### config.mk
export PLATFORM = sky130hd
export DESIGN_NAME = loop_program_counter_flat
export DESIGN_NICKNAME = d
export VERILOG_FILES = /design/src/rtl/loop_program_counter_if.sv /design/src/rtl/loop_program_counter.sv /design/src/flat_wrapper.sv
export SDC_FILE = /design/constraint.sdc
export NUM_CORES = 1
export LEC_CHECK = 0
export CAP_MARGIN = 20
export CORE_MARGIN = 3
export CORE_UTILIZATION = 49
export DETAILED_ROUTE_END_ITERATION = 10
export PLACE_DENSITY = 0.78
export SYNTH_ARGS = -nofsm -noshare
export SYNTH_HDL_FRONTEND = slang
export SYNTH_SLANG_ARGS = --single-unit
### constraint.sdc
create_clock -name clk -period 3.7 [get_ports clk]
set_clock_uncertainty 0.1 [all_clocks]
set_input_delay 0.555 -clock clk [delete_from_list [all_inputs] [get_ports clk]]
set_output_delay 0.555 -clock clk [all_outputs]
set_load 0.05 [all_outputs]
### src/rtl/loop_program_counter_if.sv
// loop_program_counter_if: control/config/status bundle between sequencer and program counter
interface loop_program_counter_if #(
    parameter int ADDR_WIDTH = 15,
    parameter int STEP_WIDTH = 4
);
    logic                  tick;
    logic                  start;
    logic                  stop;
    logic                  loopMode;
    logic [ADDR_WIDTH-1:0] startAddr;
    logic [ADDR_WIDTH-1:0] endAddr;
    logic [STEP_WIDTH-1:0] step;
    logic                  jump;
    logic [ADDR_WIDTH-1:0] jumpAddr;
    logic [ADDR_WIDTH-1:0] memAddr;
    logic                  running;
    logic                  wrap;
    logic                  done;
    logic                  cfgErr;

    modport master (
        output tick, start, stop, loopMode, startAddr, endAddr, step, jump, jumpAddr,
        input  memAddr, running, wrap, done, cfgErr
    );

    modport slave (
        input  tick, start, stop, loopMode, startAddr, endAddr, step, jump, jumpAddr,
        output memAddr, running, wrap, done, cfgErr
    );
endinterface

### src/rtl/loop_program_counter.sv
// loop_program_counter: windowed, strided memory address generator with loop/one-shot modes
module loop_program_counter #(
    parameter int DEPTH      = 20480,
    parameter int ADDR_WIDTH = 15,
    parameter int STEP_WIDTH = 4
) (
    input logic                 clk,
    input logic                 rstN,
    loop_program_counter_if.slave bus
);
    localparam logic [1:0] IDLE = 2'd0;
    localparam logic [1:0] RUN  = 2'd1;
    localparam logic [1:0] DONE = 2'd2;
    localparam logic [ADDR_WIDTH:0] LAST = (ADDR_WIDTH+1)'(DEPTH - 1);

    logic [1:0]            r_state;
    logic [ADDR_WIDTH-1:0] r_addr;
    logic [ADDR_WIDTH-1:0] r_start;
    logic [ADDR_WIDTH-1:0] r_end;
    logic [STEP_WIDTH-1:0] r_step;
    logic                  r_loop;
    logic                  r_wrap;
    logic                  r_cfg_err;

    logic                  w_stop;
    logic                  w_cfg_ok;
    logic                  w_jump_ok;
    logic [ADDR_WIDTH:0]   w_next;
    logic                  w_past_end;

    // Next address is one bit wider so a stride past the top of the address space is still seen as past the end
    always_comb begin
        w_stop     = bus.stop && r_state != IDLE;
        w_cfg_ok   = bus.startAddr <= bus.endAddr && {1'b0, bus.endAddr} <= LAST && |bus.step;
        w_jump_ok  = bus.jumpAddr >= r_start && bus.jumpAddr <= r_end;
        w_next     = {1'b0, r_addr} + {{(ADDR_WIDTH+1-STEP_WIDTH){1'b0}}, r_step};
        w_past_end = w_next > {1'b0, r_end};
    end

    // Control priority: stop, then start (restart allowed), then jump, then tick
    always_ff @(posedge clk or negedge rstN) begin
        if (!rstN) begin
            r_state   <= IDLE;
            r_addr    <= '0;
            r_start   <= '0;
            r_end     <= '0;
            r_step    <= '0;
            r_loop    <= 1'b0;
            r_wrap    <= 1'b0;
            r_cfg_err <= 1'b0;
        end else begin
            r_wrap    <= 1'b0;
            r_cfg_err <= 1'b0;
            if (w_stop) begin
                r_state <= IDLE;
            end else if (bus.start) begin
                if (w_cfg_ok) begin
                    r_start <= bus.startAddr;
                    r_end   <= bus.endAddr;
                    r_step  <= bus.step;
                    r_loop  <= bus.loopMode;
                    r_addr  <= bus.startAddr;
                    r_state <= RUN;
                end else begin
                    r_cfg_err <= 1'b1;
                end
            end else if (r_state == RUN) begin
                if (bus.jump) begin
                    if (w_jump_ok) r_addr <= bus.jumpAddr;
                end else if (bus.tick) begin
                    if (!w_past_end) begin
                        r_addr <= w_next[ADDR_WIDTH-1:0];
                    end else if (r_loop) begin
                        r_addr <= r_start;
                        r_wrap <= 1'b1;
                    end else begin
                        r_state <= DONE;
                    end
                end
            end
        end
    end

    assign bus.memAddr = r_addr;
    assign bus.running = r_state == RUN;
    assign bus.done    = r_state == DONE;
    assign bus.wrap    = r_wrap;
    assign bus.cfgErr  = r_cfg_err;
endmodule

### src/flat_wrapper.sv
// flat-port wrapper written by rule: the top's interface ports become plain ports
module loop_program_counter_flat 
#(
    parameter int DEPTH      = 20480,
    parameter int ADDR_WIDTH = 15,
    parameter int STEP_WIDTH = 4
)
  (clk, rstN, bus_tick, bus_start, bus_stop, bus_loopMode, bus_startAddr, bus_endAddr, bus_step, bus_jump, bus_jumpAddr, bus_memAddr, bus_running, bus_wrap, bus_done, bus_cfgErr);
  loop_program_counter_if #(.ADDR_WIDTH(ADDR_WIDTH), .STEP_WIDTH(STEP_WIDTH)) bus_i ();
  input logic clk;
  input logic rstN;
  input wire logic [$bits(bus_i.tick)-1:0] bus_tick;
  input wire logic [$bits(bus_i.start)-1:0] bus_start;
  input wire logic [$bits(bus_i.stop)-1:0] bus_stop;
  input wire logic [$bits(bus_i.loopMode)-1:0] bus_loopMode;
  input wire logic [$bits(bus_i.startAddr)-1:0] bus_startAddr;
  input wire logic [$bits(bus_i.endAddr)-1:0] bus_endAddr;
  input wire logic [$bits(bus_i.step)-1:0] bus_step;
  input wire logic [$bits(bus_i.jump)-1:0] bus_jump;
  input wire logic [$bits(bus_i.jumpAddr)-1:0] bus_jumpAddr;
  output wire logic [$bits(bus_i.memAddr)-1:0] bus_memAddr;
  output wire logic [$bits(bus_i.running)-1:0] bus_running;
  output wire logic [$bits(bus_i.wrap)-1:0] bus_wrap;
  output wire logic [$bits(bus_i.done)-1:0] bus_done;
  output wire logic [$bits(bus_i.cfgErr)-1:0] bus_cfgErr;
  assign bus_i.tick = bus_tick;
  assign bus_i.start = bus_start;
  assign bus_i.stop = bus_stop;
  assign bus_i.loopMode = bus_loopMode;
  assign bus_i.startAddr = bus_startAddr;
  assign bus_i.endAddr = bus_endAddr;
  assign bus_i.step = bus_step;
  assign bus_i.jump = bus_jump;
  assign bus_i.jumpAddr = bus_jumpAddr;
  assign bus_memAddr = bus_i.memAddr;
  assign bus_running = bus_i.running;
  assign bus_wrap = bus_i.wrap;
  assign bus_done = bus_i.done;
  assign bus_cfgErr = bus_i.cfgErr;
  loop_program_counter #(.DEPTH(DEPTH), .ADDR_WIDTH(ADDR_WIDTH), .STEP_WIDTH(STEP_WIDTH)) u_core (.clk(clk), .rstN(rstN), .bus(bus_i));
endmodule
==> impl_metrics.json, run 1 <==
{
  "post-route-period-util_pct": 97.8,
  "cts_root_buffer": "clkbuf_8",
  "num-nets-final": 708,
  "clk_pin_slew_worst_paths_ns": 0.11,
  "vias": 4347,
  "setup_viol": 0,
  "critPathSlowestCell": "dfrtp_2",
  "clock-sinks": 54,
  "ys_ff_latch": 54,
  "fillers": 684,
  "final_cells": 693,
  "n_antenna_cell": 0,
  "syn_area_mm2": 0.00438,
  "synth.top_cell.area_share_pct": 30.9,
  "seq_area_frac_synth_pct": 30.9,
  "reg2reg_depth": 17,
  "hold_class": "in -> async",
  "status": "finished clean",
  "max_freq_mhz": 276,
  "cp_cell_sequence": "buf_4 -> fa_2 -> nand3_2 -> nand2_2 -> and2_4 -> nand2_2 -> xnor2_2 -> ha_1 -> nand4_1 -> nor2_1 -> o31ai_2 -> buf_4 -> a32o_1 -> nand2_2 -> buf_4 -> nand3_1 -> a41oi_2",
  "period_minus_slack_ns": 3.62,
  "dieArea_mm2": 0.0101,
  "drc": 0,
  "ys_warn_count": 0,
  "drive_gt1_share_pct": 16.2,
  "slew_violations": 0,
  "crit_path_end": "u_core.bus.memAddr[6]",
  "drtIter0Drc": 308,
  "maxCapViolCount": 0,
  "grt_pass1_wl_um": 21600,
  "crit_arrival_ns": 3.70,
  "hold_buffers": 0,
  "coreArea_mm2": 0.00842,
  "route.met3.wl_um": 1040,
  "wl_um": 13800,
  "synth.area.top_cells": "dfrtp_1 31%, ha_1 18%, nand3_1 4.1%, inv_1 4.1%, nand2_1 3.9%",
  "grt_pass1_vias": 4208,
  "critPathCaptureType": "flip-flop",
  "startpoint_type": "flip-flop",
  "yosysUniqueCellTypes": 51,
  "num_rows": 33,
  "yosysTopAreaCell": "dfrtp_1",
  "reg2reg_from": "u_core.bus.memAddr[1]",
  "antenna_found_initial": 0,
  "cts_inserted_buffers": 5,
  "yosysMostFrequentCell": "ha_1",
  "critPathLaunch": "u_core.bus.memAddr[1]",
  "top_layer_used": "met4",
  "io_buffers": 74,
  "placed_cells": 671,
  "synth_area_per_cell_um2": 8.95,
  "initial_core_util_pct": 51.9,
  "die_x_um": 100,
  "rrSetupSlack_ns": 0.08,
  "syn-instance-count": 489,
  "io_pins": 75,
  "ir_drop_mv": 0.546,
  "async_reset_ff_share_pct": 100,
  "cts_htree_levels": 2,
  "critPathMaxStageDelay_ns": 0.45,
  "dr.pass1.iters": 5,
  "die_height_um": 100,
  "synth_edf_count": 0,
  "hold_viol": 0,
  "power_density_mw_per_mm2": 851,
  "viasPerCell": 6.27,
  "area_delta_synth_final_pct": 30.6,
  "dr_wl_met2_um": 6180,
  "p_leak_nw": 2.49,
  "setup_ws_ns": 0.0806,
  "whs_ns": 0.133,
  "dp.final_hpwl_um": 10600,
  "crit_type": "reg -> reg",
  "grt_overflow": 0,
  "slew_headroom_pct": 32.7,
  "path_max_fanout": 8,
  "tightest_slew_ns": 0.997,
  "gp_congestion": 0.951,
  "cts_tree": "yes",
  "gr-usage-all-layers_pct": 27.3,
  "regArea_mm2": 0.00136,
  "clock_latency_ns": 0.31,
  "synthesis.nets": 610,
  "reg2reg_to": "u_core.bus.memAddr[6]",
  "dpl_worst_slack_ns": -0.0710,
  "ant_nets": 0,
  "wl_met1_um": 6150,
  "grt_max_degree": 41,
  "worstPathRequired_ns": 3.78,
  "yosys-top-cells-count": "64 x ha_1, 54 x dfrtp_1, 48 x inv_1",
  "max-clock-path-buffers": 2,
  "power.total_w": 0.00486,
  "wl_per_cell_um": 19.8,
  "synth_flop_cell": "dfrtp_1",
  "multi_input_area_mm2": 0.00291
}
==> worst min path at each step <==
stage / start / to / slack, ns
global placement: u_core.r_step[0] / u_core.r_step[0] / 0.38
global route: rstN / u_core.r_start[9] / 0.18
detailed placement: u_core.r_step[3] / u_core.r_step[3] / 0.39
finish: rstN / u_core.r_start[10] / 0.13
floorplan: rstN / u_core.bus.cfgErr / 0.16
CTS: rstN / u_core.r_start[10] / 0.16
==> what timing repair did <==
action | CTS | global route
gates resized for setup | 2 | 23
setup endpoints to repair | 12 | 17
pin swaps | 3 | 15
buffers inserted | 1 | 14
endpoints found under the hold margin | 0 | 0
==> routing by layer <==
metal,global-route usage [%],vias to the layer above
met5,0,-
li1,-,2003
met1,40.3,2075
met4,9.74,0
met2,40.6,236
met3,3.88,33
==> placed cells by master (no fill, tap or decap), types with 3 or more instances in the layout <==
master | Yosys | final
o21ai_1 | 33 | 33
o21ai_0 | 5 | 5
nand3_1 | 36 | 34
clkdlybuf4s50_1 | 0 | 73
xor2_1 | 4 | 3
a211oi_1 | 6 | 6
nor3_1 | 4 | 4
dfrtp_1 | 54 | 50
nand2_2 | 0 | 3
dfrtp_2 | 0 | 4
a41oi_2 | 9 | 9
a21o_1 | 3 | 3
nor2b_1 | 4 | 4
xnor2_2 | 0 | 4
clkbuf_8 | 0 | 5
nor2_1 | 16 | 14
and4_1 | 5 | 5
and3_1 | 6 | 4
xnor2_1 | 9 | 5
a31oi_1 | 13 | 13
buf_4 | 0 | 36
o211ai_1 | 4 | 4
nand3b_1 | 3 | 3
a22oi_1 | 13 | 13
ha_4 | 0 | 4
inv_1 | 48 | 48
o31ai_1 | 5 | 4
ha_1 | 64 | 60
mux2_1 | 6 | 6
mux2_4 | 4 | 4
nand2_1 | 45 | 42
nand4_1 | 16 | 16
a21oi_1 | 26 | 26
==> final cells by class <==
class / instances / area share [%]
multi-input cells: 367 / 51.0
clock buffers: 5 / 1.20
well taps: 105 / 2.30
inverters: 48 / 3.15
repair buffers: 111 / 18.0
clock inverters: 3 / 0.701
flip-flops and latches: 54 / 23.7
==> cells by family after synthesis <==
kind of cell	after synthesis	synth area share (%)
flip-flops	54	30.9
XOR/XNOR	13	2.60
adder cells (fa/ha/maj)	65	18.8
buffers and inverters	68	6.32
multiplexers	11	3.17
AND/OR/NAND/NOR	144	16.8
AO/OA/AOI/OAI	134	21.4
==> worst max-delay path: cells and delay by family, from the launching register on <==
| kind | cells | cell delay, ns |
|---|---|---|
| flip-flops | 1 | 0.45 |
| buffers and inverters | 3 | 0.51 |
| XOR/XNOR | 1 | 0.08 |
| AND/OR/NAND/NOR | 8 | 0.92 |
| adder cells (fa/ha/maj) | 2 | 0.75 |
| AO/OA/AOI/OAI | 3 | 0.67 |
==> registers in the layout (all words and copies together), names as in the netlist <==
register            flops
u_core.bus.cfgErr       1
u_core.r_end           15
u_core.r_state          2
u_core.r_step           4
u_core.r_start         15
u_core.r_loop           1
u_core.bus.wrap         1
u_core.bus.memAddr     15
==> where the power goes <==
part	leakage [nW]	internal [W]	switching [W]	total, W
Sequential	0.647	0.000859	0.000276	0.00113
Combinational	1.78	0.00143	0.00189	0.00332
Clock	0.0579	0.000200	0.000208	0.000408
Total	2.49	0.00249	0.00237	0.00486
==> stage by stage <==
step	TNS [ns]	utilization [%]	cell area [um2]
2_1_floorplan	0	-	4380
3_3_place_gp	0	63.6	5360
3_5_place_dp	-0.579	63.6	5360
4_1_cts	0	65.1	5480
5_1_grt	-0.445	67.9	5720
6_report	0	67.9	5720
(Power assumes the default switching activity.)
==> run 2, diff against run 1 <==
Settings changed: CORE_UTILIZATION 49 to 50, CTS_BUF_LIST set to sky130_fd_sc_hd__clkbuf_4 sky130_fd_sc_hd__clkbuf_8, PLACE_DENSITY 0.78 to 0.79.
==> impl_metrics.json, run 2 (same netlist as run 1, synthesis figures left out) <==
{
  "die_height_um": 99.5,
  "whs_ns": 0.165,
  "rsz0062_at_grt": "true",
  "path_max_fanout": 7,
  "layout_commonest_cell": "clkdlybuf4s50_1",
  "crit_type": "reg -> reg",
  "clock_latency_ns": 0.31,
  "cts_tree": "yes",
  "initial_core_util_pct": 52.5,
  "wl_um": 13500,
  "cts_htree_levels": 2,
  "coreArea_mm2": 0.00834,
  "critPathCaptureType": "flip-flop",
  "reg2reg_depth": 15,
  "dp.final_hpwl_um": 10300,
  "critPathLaunch": "u_core.bus.memAddr[3]",
  "cts_root_buffer": "clkbuf_8",
  "cts_inserted_buffers": 5,
  "n_antenna_cell": 0,
  "critPathSlowestCell": "dfrtp_2",
  "gr-usage-all-layers_pct": 26.0,
  "status": "finished clean",
  "setup_viol": 0,
  "num-nets-final": 712,
  "ant_nets": 0,
  "crit_arrival_ns": 3.77,
  "startpoint_type": "flip-flop",
  "max-clock-path-buffers": 2,
  "grt_overflow": 0,
  "vias": 4365,
  "final_cell_mix": "73 x clkdlybuf4s50_1, 60 x ha_1, 49 x dfrtp_1",
  "hold_viol": 0,
  "max_freq_mhz": 273,
  "slew_violations": 0,
  "post-route-period-util_pct": 99.0,
  "gp_congestion": 0.979,
  "dieArea_mm2": 0.00991,
  "clock-sinks": 54,
  "dpl_worst_slack_ns": -0.149,
  "grt_pass1_vias": 4097,
  "maxCapViolCount": 0,
  "worstPathRequired_ns": 3.81,
  "setup_ws_ns": 0.0375,
  "crit_family": "compound AO/OA/AOI/OAI gates",
  "io_buffers": 74,
  "drc": 0,
  "period_minus_slack_ns": 3.66,
  "dr.pass1.iters": 5,
  "grt_pass1_wl_um": 20500,
  "reg2reg_from": "u_core.bus.memAddr[3]",
  "power_density_mw_per_mm2": 835,
  "drive_gt1_share_pct": 17.2,
  "cp_cell_sequence": "ha_4 -> o21ai_1 -> o21bai_1 -> and2_4 -> nand3_4 -> xnor2_2 -> ha_1 -> nand4_1 -> nor2_1 -> o31ai_2 -> a32oi_2 -> o21ai_2 -> and3_4 -> buf_12 -> mux2_4",
  "viasPerCell": 6.26,
  "p_leak_nw": 2.52,
  "num_rows": 33,
  "tightest_slew_ns": 0.985,
  "slew_headroom_pct": 33.5,
  "grt_max_degree": 30,
  "hold_class": "in -> async",
  "antenna_found_initial": 0,
  "area_delta_synth_final_pct": 31.7,
  "io_pins": 75,
  "reg2reg_to": "u_core.bus.memAddr[13]",
  "wl_per_cell_um": 19.4,
  "rrSetupSlack_ns": 0.04,
  "hold_buffers": 0,
  "ir_drop_mv": 0.311,
  "critPathMaxStageDelay_ns": 0.45,
  "clk_pin_slew_worst_paths_ns": 0.10,
  "die_x_um": 99.5,
  "drtIter0Drc": 405,
  "path_buf_inv": 1,
  "setup_tns_ns": 0
}
-- run 2: final cells by class --
class	count	area, um2
Clock inverter	1	5.00
Inverter	48	180
Sequential cell	54	1360
Fill cell	627	2580
Tap cell	105	131
Timing Repair Buffer	115	1080
Multi-Input combinational cell	367	2920
Clock buffer	7	90.1
-- run 2: worst max path at each step --
| stage | end | slack, ns | cells after the start |
|---|---|---|---|
| final | u_core.bus.memAddr[13] | 0.04 | 15 |
| after floorplan | u_core.bus.memAddr[0] | 0.002 | 16 |
| after detailed placement | u_core.bus.memAddr[13] | -0.15 | 16 |
| after CTS | u_core.bus.memAddr[13] | 0.007 | 15 |
| after global routing | u_core.bus.memAddr[3] | -0.08 | 14 |
| after global placement | u_core.bus.memAddr[0] | 0.03 | 16 |
-- run 2: timing repair --
action                     in CTS  in global routing
pin swaps                       5                 17
resized for setup               3                 26
cloned                          0                  1
setup endpoints to repair      16                 17
setup buffers                   0                 18
-- run 2: layer usage --
| metal | up-vias | wire (um) | GRT usage (%) |
|---|---|---|---|
| li1 | 2010 | - | - |
| met1 | 2076 | 5490 | 35.9 |
| met2 | 244 | 6430 | 43.1 |
| met3 | 35 | 1260 | 3.02 |
| met4 | 0 | 349 | 7.25 |
| met5 | - | 0 | 0 |
-- run 2: power by group --
group,internal (W),switching [W],total (W)
clock network,0.000159,0.000198,0.000357
registers,0.000860,0.000290,0.00115
logic,0.00142,0.00188,0.00330
-- run 2: through the flow --
step | std cells | instance area [um2] | total power (W) | util (%)
2_1_floorplan | 489 | 4380 | 0.00305 | -
3_3_place_gp | 670 | 5340 | 0.00383 | 64.0
3_5_place_dp | 670 | 5340 | 0.00397 | 64.0
4_1_cts | 678 | 5440 | 0.00435 | 65.3
5_1_grt | 697 | 5760 | 0.00513 | 69.1
6_report | 697 | 5760 | 0.00481 | 69.1
==> run 3, diff against run 2 <==
Settings changed: ABC_AREA set to 1, CELL_PAD_IN_SITES_DETAIL_PLACEMENT set to 1, CELL_PAD_IN_SITES_GLOBAL_PLACEMENT set to 1, CORE_UTILIZATION 50 to 36, PLACE_DENSITY 0.79 to unset, PLACE_DENSITY_LB_ADDON set to 0.1.
==> impl_metrics.json, run 3 <==
{
  "status": "finished clean",
  "cts_tree": "yes",
  "synth.area.top_cells": "dfrtp_1 29%, nand2_1 18%, ha_1 17%, inv_1 11%, o21ai_0 6.3%",
  "crit_path_end": "u_core.bus.memAddr[14]",
  "startpoint_type": "flip-flop",
  "ys_ff_latch": 54,
  "yosysTopAreaCell": "dfrtp_1",
  "dr.pass1.iters": 4,
  "gp_congestion": 0.896,
  "yosys-top-cells-count": "226 x nand2_1, 132 x inv_1, 64 x ha_1",
  "hold_class": "in -> async",
  "hold_buffers": 0,
  "fin_util_pct": 45.1,
  "post-route-period-util_pct": 90.9,
  "dp.final_hpwl_um": 12200,
  "grt_overflow": 0,
  "max-clock-path-buffers": 2,
  "clk_pin_slew_worst_paths_ns": 0.10,
  "clock_latency_ns": 0.31,
  "synth_flop_cell": "dfrtp_1",
  "cp_cell_sequence": "ha_1 -> nand3_1 -> nand3_2 -> nand2_1 -> nand2_4 -> nand2_1 -> nor2_1 -> nor2_1 -> inv_1 -> ha_1 -> a21oi_1 -> nand2_1 -> a21oi_1 -> nand2_1 -> nand2_1 -> nand2_4 -> nand3_1 -> nand2_1 -> nor2_4 -> nand2_1 -> nand2_1",
  "io_pins": 75,
  "tightest_slew_ns": 0.758,
  "die_x_um": 120,
  "power_density_mw_per_mm2": 685,
  "cts_inserted_buffers": 5,
  "drtIter0Drc": 233,
  "viasPerCell": 4.85,
  "ir_drop_mv": 0.199,
  "syn_area_mm2": 0.00471,
  "grt_pass1_vias": 4807,
  "slew_headroom_pct": 49.4,
  "yosysUniqueCellTypes": 30,
  "critPathCaptureType": "flip-flop",
  "wl_um": 14300,
  "num-nets-final": 894,
  "drive_gt1_share_pct": 3.75,
  "period_minus_slack_ns": 3.36,
  "vias": 4584,
  "setup_viol": 0,
  "crit_arrival_ns": 3.52,
  "ys_warn_count": 0,
  "setup_tns_ns": 0,
  "area_delta_synth_final_pct": 21.8,
  "io_buffers": 74,
  "hold_viol": 0,
  "critPathMaxStageDelay_ns": 0.41,
  "final_cell_mix": "226 x nand2_1, 132 x inv_1, 73 x clkdlybuf4s50_1",
  "crit_type": "reg -> reg",
  "yosysMostFrequentCell": "nand2_1",
  "grt_pass1_wl_um": 23500,
  "seq_area_frac_synth_pct": 28.7,
  "path_buf_inv": 1,
  "antenna_found_initial": 0,
  "reg2reg_depth": 21,
  "slew_violations": 0,
  "critPathLaunch": "u_core.bus.memAddr[2]",
  "num_rows": 41,
  "crit_top_cell": "nand2_1",
  "worstPathRequired_ns": 3.86,
  "rrSetupSlack_ns": 0.34,
  "reg2reg_to": "u_core.bus.memAddr[14]",
  "max_freq_mhz": 297,
  "post_cts_buffers": 0,
  "p_leak_nw": 3.12,
  "cts_resized": 0,
  "critPathSlowestCell": "dfrtp_1",
  "crit_family": "simple AND/OR/NAND/NOR gates",
  "initial_core_util_pct": 37.0,
  "maxCapViolCount": 0,
  "path_max_fanout": 15,
  "rsz0062_at_grt": "false",
  "power.total_w": 0.00393,
  "synth.top_cell.area_share_pct": 28.7,
  "synthesis.nets": 822,
  "synth_edf_count": 0,
  "ant_nets": 0,
  "die_height_um": 120,
  "drc": 0,
  "reg2reg_from": "u_core.bus.memAddr[2]",
  "clock-sinks": 54,
  "gr-usage-all-layers_pct": 20.1,
  "syn-instance-count": 701,
  "grt_max_degree": 55,
  "synth_area_per_cell_um2": 6.71,
  "async_reset_ff_share_pct": 100,
  "dieArea_mm2": 0.0145,
  "n_antenna_cell": 0,
  "wl_per_cell_um": 15.1,
  "cts_htree_levels": 2,
  "cp.depth": 21,
  "cts_root_buffer": "clkbuf_8",
  "layout_commonest_cell": "nand2_1",
  "coreArea_mm2": 0.0127
}
==> run 3: cell types whose count changed in the layout (fill, tap and decap cells not counted), moves of 13 or more <==
cell | previous run | this run
inv_1 | 48 | 132
buf_4 | 38 | 5
o21ai_1 | 33 | 1
a22oi_1 | 13 | 0
nand2_1 | 42 | 226
a31oi_1 | 13 | 0
nand3_1 | 32 | 52
nor2_1 | 15 | 29
o21ai_0 | 5 | 58
==> run 3: through the flow <==
step,cell area (um2),cells,hold WS [ns],worst slack [ns]
5_1_grt,5730,945,0.157,0.0278
6_report,5730,945,0.113,0.336
2_1_floorplan,4710,701,0.159,0.207
4_1_cts,5710,945,0.130,0.0129
3_3_place_gp,5640,938,0.368,0.149
3_5_place_dp,5640,938,0.374,0.0360
==> run 3: layer usage <==
| layer | global-route usage [%] | up-vias | routed length (um) |
|---|---|---|---|
| li1 | - | 2361 | - |
| met1 | 28.0 | 2141 | 7070 |
| met2 | 34.0 | 68 | 6600 |
| met3 | 1.87 | 14 | 422 |
| met4 | 4.53 | 0 | 188 |
| met5 | 0 | - | 0 |
==> run 3: cells by family (layout without fill, tap and decap cells) <==
group / Yosys count / in the layout / share of synthesized area (%)
adder cells (fa/ha/maj): 65 / 65 / 17.4
buffers and inverters: 147 / 219 / 12.0
AO/OA/AOI/OAI: 94 / 94 / 10.4
AND/OR/NAND/NOR: 333 / 333 / 29.9
multiplexers: 2 / 2 / 0.478
flip-flops: 54 / 54 / 28.7
XOR/XNOR: 6 / 6 / 1.12
==> run 3: area by class of cell <==
class	instances	area (um2)
Clock buffer	5	68.8
Clock inverter	2	10.0
Fill cell	1701	6990
Inverter	132	495
Multi-Input combinational cell	500	2810
Sequential cell	54	1350
Tap cell	172	215
Timing Repair Buffer	80	785
==> run 3: worst reg2reg max path, stage by stage, from the launching register on <==
cell     delay, ns
dfrtp_1       0.41
ha_1          0.38
nand3_1       0.14
nand3_2       0.10
nand2_1       0.11
nand2_4       0.09
nand2_1       0.07
nor2_1        0.04
nor2_1        0.20
inv_1         0.07
ha_1          0.32
a21oi_1       0.17
nand2_1       0.07
a21oi_1       0.12
nand2_1       0.06
nand2_1       0.13
nand2_4       0.08
nand3_1       0.07
nand2_1       0.09
nor2_4        0.29
nand2_1       0.11
nand2_1       0.08
==> run 3: where the power goes <==
group	switching (W)	internal, W
Sequential	0.000205	0.000808
Combinational	0.00165	0.000939
Clock	0.000200	0.000128
==> run 3: worst min-delay path by stage <==
stage | from | endpoint | slack [ns] | depth (start not counted)
after CTS | rstN | u_core.r_step[1] | 0.13 | 1
final | rstN | u_core.r_step[1] | 0.11 | 1
after floorplan | rstN | u_core.bus.cfgErr | 0.16 | 0
after global routing | rstN | u_core.r_step[1] | 0.16 | 1
after detailed placement | u_core.r_start[11] | u_core.r_start[11] | 0.37 | 2
after global placement | u_core.r_start[5] | u_core.r_start[5] | 0.37 | 2
